[src/rtl/ahb3lite_master.sv]
// AHB3-Lite single-transfer master: command in, response out, fully pipelined
// address/data phases with two-cycle ERROR handling and address-phase retry.
module ahb3lite_master #(
  parameter int HADDR_SIZE = 16,
  parameter int HDATA_SIZE = 32
) (
  input  logic                  HCLK,
  input  logic                  HRESET,
  input  logic                  cmd_valid,
  output logic                  cmd_ready,
  input  logic                  cmd_write,
  input  logic [HADDR_SIZE-1:0] cmd_addr,
  input  logic [2:0]            cmd_size,
  input  logic [HDATA_SIZE-1:0] cmd_wdata,
  output logic                  rsp_valid,
  output logic                  rsp_write,
  output logic [HDATA_SIZE-1:0] rsp_rdata,
  output logic                  rsp_err,
  output logic                  HSEL,
  output logic [HADDR_SIZE-1:0] HADDR,
  output logic                  HWRITE,
  output logic [2:0]            HSIZE,
  output logic [2:0]            HBURST,
  output logic [3:0]            HPROT,
  output logic [1:0]            HTRANS,
  output logic [HDATA_SIZE-1:0] HWDATA,
  input  logic [HDATA_SIZE-1:0] HRDATA,
  input  logic                  HREADY,
  input  logic                  HRESP
);

  typedef enum logic [1:0] {TR_IDLE = 2'b00, TR_NONSEQ = 2'b10} htrans_e;

  htrans_e               htrans_q, htrans_d;
  logic                  hsel_q, hsel_d;
  logic [HADDR_SIZE-1:0] haddr_q, haddr_d;
  logic                  hwrite_q, hwrite_d;
  logic [2:0]            hsize_q, hsize_d;
  logic [HDATA_SIZE-1:0] ap_wdata_q, ap_wdata_d;
  logic [HDATA_SIZE-1:0] hwdata_q, hwdata_d;
  logic                  dp_valid_q, dp_valid_d;
  logic                  dp_write_q, dp_write_d;
  logic                  err_hold_q, err_hold_d;
  logic                  retry_pend_q, retry_pend_d;
  logic [HADDR_SIZE-1:0] rt_addr_q, rt_addr_d;
  logic                  rt_write_q, rt_write_d;
  logic [2:0]            rt_size_q, rt_size_d;
  logic [HDATA_SIZE-1:0] rt_wdata_q, rt_wdata_d;
  logic                  rsp_valid_q, rsp_valid_d;
  logic                  rsp_write_q, rsp_write_d;
  logic                  rsp_err_q, rsp_err_d;
  logic [HDATA_SIZE-1:0] rsp_rdata_q, rsp_rdata_d;

  logic accept;
  logic err_first;

  assign cmd_ready = HREADY & ~err_hold_q & ~retry_pend_q & ~HRESET;
  assign accept    = cmd_valid & cmd_ready;
  assign err_first = HRESP & ~HREADY & dp_valid_q;

  always_comb begin
    htrans_d     = htrans_q;
    hsel_d       = hsel_q;
    haddr_d      = haddr_q;
    hwrite_d     = hwrite_q;
    hsize_d      = hsize_q;
    ap_wdata_d   = ap_wdata_q;
    hwdata_d     = hwdata_q;
    dp_valid_d   = dp_valid_q;
    dp_write_d   = dp_write_q;
    err_hold_d   = err_hold_q;
    retry_pend_d = retry_pend_q;
    rt_addr_d    = rt_addr_q;
    rt_write_d   = rt_write_q;
    rt_size_d    = rt_size_q;
    rt_wdata_d   = rt_wdata_q;
    rsp_valid_d  = 1'b0;
    rsp_write_d  = rsp_write_q;
    rsp_err_d    = rsp_err_q;
    rsp_rdata_d  = rsp_rdata_q;

    if (err_first) begin
      // First ERROR cycle: park any pending address phase and drop it from the bus
      err_hold_d = 1'b1;
      if (htrans_q == TR_NONSEQ) begin
        retry_pend_d = 1'b1;
        rt_addr_d    = haddr_q;
        rt_write_d   = hwrite_q;
        rt_size_d    = hsize_q;
        rt_wdata_d   = ap_wdata_q;
        htrans_d     = TR_IDLE;
        hsel_d       = 1'b0;
      end
    end else if (HREADY) begin
      err_hold_d = 1'b0;

      dp_valid_d = (htrans_q == TR_NONSEQ);
      if (htrans_q == TR_NONSEQ) begin
        dp_write_d = hwrite_q;
        if (hwrite_q) hwdata_d = ap_wdata_q;
      end

      if (dp_valid_q) begin
        rsp_valid_d = 1'b1;
        rsp_write_d = dp_write_q;
        rsp_err_d   = HRESP;
        rsp_rdata_d = dp_write_q ? '0 : HRDATA;
      end

      if (retry_pend_q) begin
        retry_pend_d = 1'b0;
        htrans_d     = TR_NONSEQ;
        hsel_d       = 1'b1;
        haddr_d      = rt_addr_q;
        hwrite_d     = rt_write_q;
        hsize_d      = rt_size_q;
        ap_wdata_d   = rt_wdata_q;
      end else if (accept) begin
        htrans_d   = TR_NONSEQ;
        hsel_d     = 1'b1;
        haddr_d    = cmd_addr;
        hwrite_d   = cmd_write;
        hsize_d    = cmd_size;
        ap_wdata_d = cmd_wdata;
      end else begin
        htrans_d = TR_IDLE;
        hsel_d   = 1'b0;
      end
    end
  end

  always_ff @(posedge HCLK or posedge HRESET) begin
    if (HRESET) begin
      htrans_q     <= TR_IDLE;
      hsel_q       <= 1'b0;
      haddr_q      <= '0;
      hwrite_q     <= 1'b0;
      hsize_q      <= '0;
      ap_wdata_q   <= '0;
      hwdata_q     <= '0;
      dp_valid_q   <= 1'b0;
      dp_write_q   <= 1'b0;
      err_hold_q   <= 1'b0;
      retry_pend_q <= 1'b0;
      rt_addr_q    <= '0;
      rt_write_q   <= 1'b0;
      rt_size_q    <= '0;
      rt_wdata_q   <= '0;
      rsp_valid_q  <= 1'b0;
      rsp_write_q  <= 1'b0;
      rsp_err_q    <= 1'b0;
      rsp_rdata_q  <= '0;
    end else begin
      htrans_q     <= htrans_d;
      hsel_q       <= hsel_d;
      haddr_q      <= haddr_d;
      hwrite_q     <= hwrite_d;
      hsize_q      <= hsize_d;
      ap_wdata_q   <= ap_wdata_d;
      hwdata_q     <= hwdata_d;
      dp_valid_q   <= dp_valid_d;
      dp_write_q   <= dp_write_d;
      err_hold_q   <= err_hold_d;
      retry_pend_q <= retry_pend_d;
      rt_addr_q    <= rt_addr_d;
      rt_write_q   <= rt_write_d;
      rt_size_q    <= rt_size_d;
      rt_wdata_q   <= rt_wdata_d;
      rsp_valid_q  <= rsp_valid_d;
      rsp_write_q  <= rsp_write_d;
      rsp_err_q    <= rsp_err_d;
      rsp_rdata_q  <= rsp_rdata_d;
    end
  end

  assign HTRANS    = htrans_q;
  assign HSEL      = hsel_q;
  assign HADDR     = haddr_q;
  assign HWRITE    = hwrite_q;
  assign HSIZE     = hsize_q;
  assign HBURST    = 3'b000;
  assign HPROT     = 4'b0011;
  assign HWDATA    = hwdata_q;
  assign rsp_valid = rsp_valid_q;
  assign rsp_write = rsp_write_q;
  assign rsp_err   = rsp_err_q;
  assign rsp_rdata = rsp_rdata_q;

endmodule

[config.mk]
export PLATFORM = sky130hd
export DESIGN_NAME = ahb3lite_master
export DESIGN_NICKNAME = d
export VERILOG_FILES = /design/src/rtl/ahb3lite_master.sv
export SDC_FILE = /design/constraint.sdc
export NUM_CORES = 1
export LEC_CHECK = 0
export BUFFER_PORTS_ARGS = -buffer_cell sky130_fd_sc_hd__buf_2
export CAP_MARGIN = 0
export CORE_MARGIN = 2
export CORE_UTILIZATION = 36
export DETAILED_ROUTE_END_ITERATION = 8
export HOLD_SLACK_MARGIN = 0.1
export MAX_ROUTING_LAYER = met4
export PLACE_DENSITY_LB_ADDON = 0.25
export SKIP_LAST_GASP = 1
export SYNTH_ARGS = -nofsm -noshare
export SYNTH_HDL_FRONTEND = slang
export SYNTH_SLANG_ARGS = --single-unit
[constraint.sdc]
create_clock -name HCLK -period 12.4 [get_ports HCLK]
set_clock_uncertainty 0.15 [all_clocks]
set_input_delay 3.1 -clock HCLK [delete_from_list [all_inputs] [get_ports HCLK]]
set_output_delay 3.1 -clock HCLK [all_outputs]
set_load 0.005 [all_outputs]
==> out/qor.yml <==
drc: 0
nets: 780
muxShareOfSynthArea_pct: 30.3
fillers: 1955
placed_area_um2: 8650
grt_antenna_before_repair: 1
drt_iter0_markers: 114
outcome: "completed"
crit_fanout: 10
die_y_um: 150
io_pins: 187
ys_ff_latch: 176
netlist_area_um2: 7660
synth_xor_area_share_pct: 0
finalCritPeriodShare_pct: 56.2
die_w_um: 150
synth-compound-area-share_pct: 2.50
power_per_cell_area_nw_per_um2: 204
final_common_cell: "buf_2"
h-tree-depth: 4
rsz0062_at_grt: "no"
ir_worst_vdd_v: 0.0000953
clock.fmax_mhz: 143
ys_seq_area_share_pct: 57.5
syn_inst: 523
synth-simple-area-share_pct: 5.34
cp.arrival_ns: 3.72
ys_types: 21
startpoint_type: "input pin"
relSlewSlack_pct: 31.6
p_leak_nw: 4.60
cts_buffer_depth: 2
finalHoldViolCount: 0
hold_buffers: 0
crit_top_cell: "buf_2"
core_um2: 21000
numCtsBuffers: 17
vias: 4570
setup_viol: 0
fin_setup_tns_ns: 0
power_mw: 1.88
vias_per_cell: 4.66
gp_congestion: 0.734
period_needed_ns: 6.97
slowest_stage: "nor4b_1"
grt_max_degree: 102
synth_fa_ha_area_share_pct: 0
max_stage_delay_ns: 0.25
finalWirelength_um: 15700
wl_per_cell_um: 16.0
drive_gt1_share_pct: 58.0
worstMarginPinSlew_ns: 1.03
worstHoldPathType: "flop to flop"
clk_pin_slew_ns: 0.07
cts_resized: 0
synth_top_cell_by_area: "dfrtp_1"
synth_top_family_by_area: "multiplexers"
ys_top_cells_by_area: "dfrtp_1 57%, mux2_2 21%, mux2_4 9.6%, nand2b_1 2.6%, o21ai_0 2.2%"
grt_pass1_wl_um: 25300
root_buffer: "clkbuf_16"
cts_tree: "built"
portBuffers: 178
start_util_pct: 36.6
dieArea_um2: 22500
crit_buf_inv: 2
cp_cell_sequence: "buf_2, nor4b_1, buf_2"
cts_sinks: 176
drv_slew: 0
area_delta_synth_final_pct: 20.4
crit_family: "buffers and inverters"
grt_pass1_vias: 4751
grt_use_total_pct: 14.8
postSynthAreaPerCell_um2: 14.6
yosys_warnings: 0
cp.required_ns: 9.15
grt.overflow.total: 0
dpl.hpwl_um: 9910
mostFrequentLayoutCells: "178 x buf_2, 175 x dfrtp_1, 140 x mux2_2, 49 x mux2_4, 37 x nand2_1"
final_design_area_no_fill_um2: 9220
crit_path_end_kind: "output pin"
clk_latency_ns: 0.42
post_cts_buffers: 0
critPathKind: "input pin to output pin"
antenna_left: 0
drtPass1Iterations: 6
yosysTopAreaCellShare_pct: 57.5
cap_violations: 0
row_count: 53
state kept, by name, indices dropped and copies added, names as in the netlist:
register      cells
HADDR            16
HSIZE             3
HTRANS            1
HWDATA           32
HWRITE            1
ap_wdata_q       32
dp_valid_q        1
dp_write_q        1
err_hold_q        1
retry_pend_q      1
rsp_err           1
rsp_rdata        32
rsp_valid         1
rsp_write         1
rt_addr_q        16
rt_size_q         3
rt_wdata_q       32
rt_write_q        1
cell usage after synthesis:
| master | instances |
|---|---|
| dfrtp_1 | 176 |
| buf_2 | 7 |
| nor4b_1 | 1 |
| mux2_1 | 1 |
| nor3b_2 | 1 |
| buf_4 | 11 |
| o21ai_4 | 1 |
| nand2b_1 | 32 |
| a21oi_1 | 1 |
| nand4b_4 | 1 |
| conb_1 | 2 |
| clkbuf_1 | 6 |
| nand2_1 | 38 |
| mux2_2 | 140 |
| nand3_2 | 1 |
| buf_6 | 15 |
| o21ai_0 | 34 |
| nor2_1 | 1 |
| mux2_4 | 49 |
| nand3b_1 | 1 |
| inv_1 | 4 |
layer usage:
metal	wire length, µm	track usage (%)	up-vias
met3	642	3.57	10
met4	197	4.34	0
li1	-	-	2117
met1	6790	17.9	2338
met5	0	-	-
met2	8070	24.5	105
power breakdown:
group          switching [mW]  internal, mW  total, mW
sequential              0.125         0.782      0.908
combinational           0.163         0.286      0.448
clock                   0.238         0.288      0.526
path summary, 6_finish.rpt:
kind / cells after the start / start / to / slack (ns)
max in group asynchronous: 3 / HRESET / ap_wdata_q[3] / 7.87
hold / removal: 2 / rsp_rdata[3] / rsp_rdata[3] / 0.33
setup reg to reg: 4 / retry_pend_q / ap_wdata_q[26] / 10.02
min in group asynchronous: 2 / HRESET / err_hold_q / 2.74
hold reg to reg: 2 / rsp_rdata[3] / rsp_rdata[3] / 0.33
setup / recovery: 3 / HREADY / cmd_ready / 5.43
per-stage QoR:
stage / instances / setup WS, ns / hold slack, ns / util, %
finish: 980 / 5.43 / 0.329 / 44.0
global route: 980 / 5.37 / 0.352 / 44.0
CTS: 979 / 5.46 / 0.331 / 44.0
detailed placement: 947 / 5.46 / 0.316 / 41.3
global placement: 947 / 5.41 / 0.309 / 41.3
floorplan: 529 / 4.38 / 0.323 / -
cells by family (layout without fill, tap and decap cells):
logic type,count (synthesis),count (layout)
compound gates,36,36
flops,176,176
buf+inv,43,218
mux,190,190
other cells,2,9
simple gates,76,76
worst reg2reg max path, stage by stage (launching register included):
cell	delay, ns
dfrtp_2	0.40
buf_4	0.36
o21ai_4	0.24
buf_4	0.65
mux2_2	0.47
layout make-up:
type,count,area [µm²],area share [%]
Clock buffer,20,447,4.84
Tap cell,275,344,3.73
Inverter,4,20.0,0.217
Timing Repair Buffer,182,921,9.98
Antenna cell,1,2.50,0.0271
Clock inverter,12,128,1.38
Multi-Input combinational cell,310,2960,32.1
Sequential cell,176,4410,47.8
No activity file was read; power rests on OpenSTA's default activity.
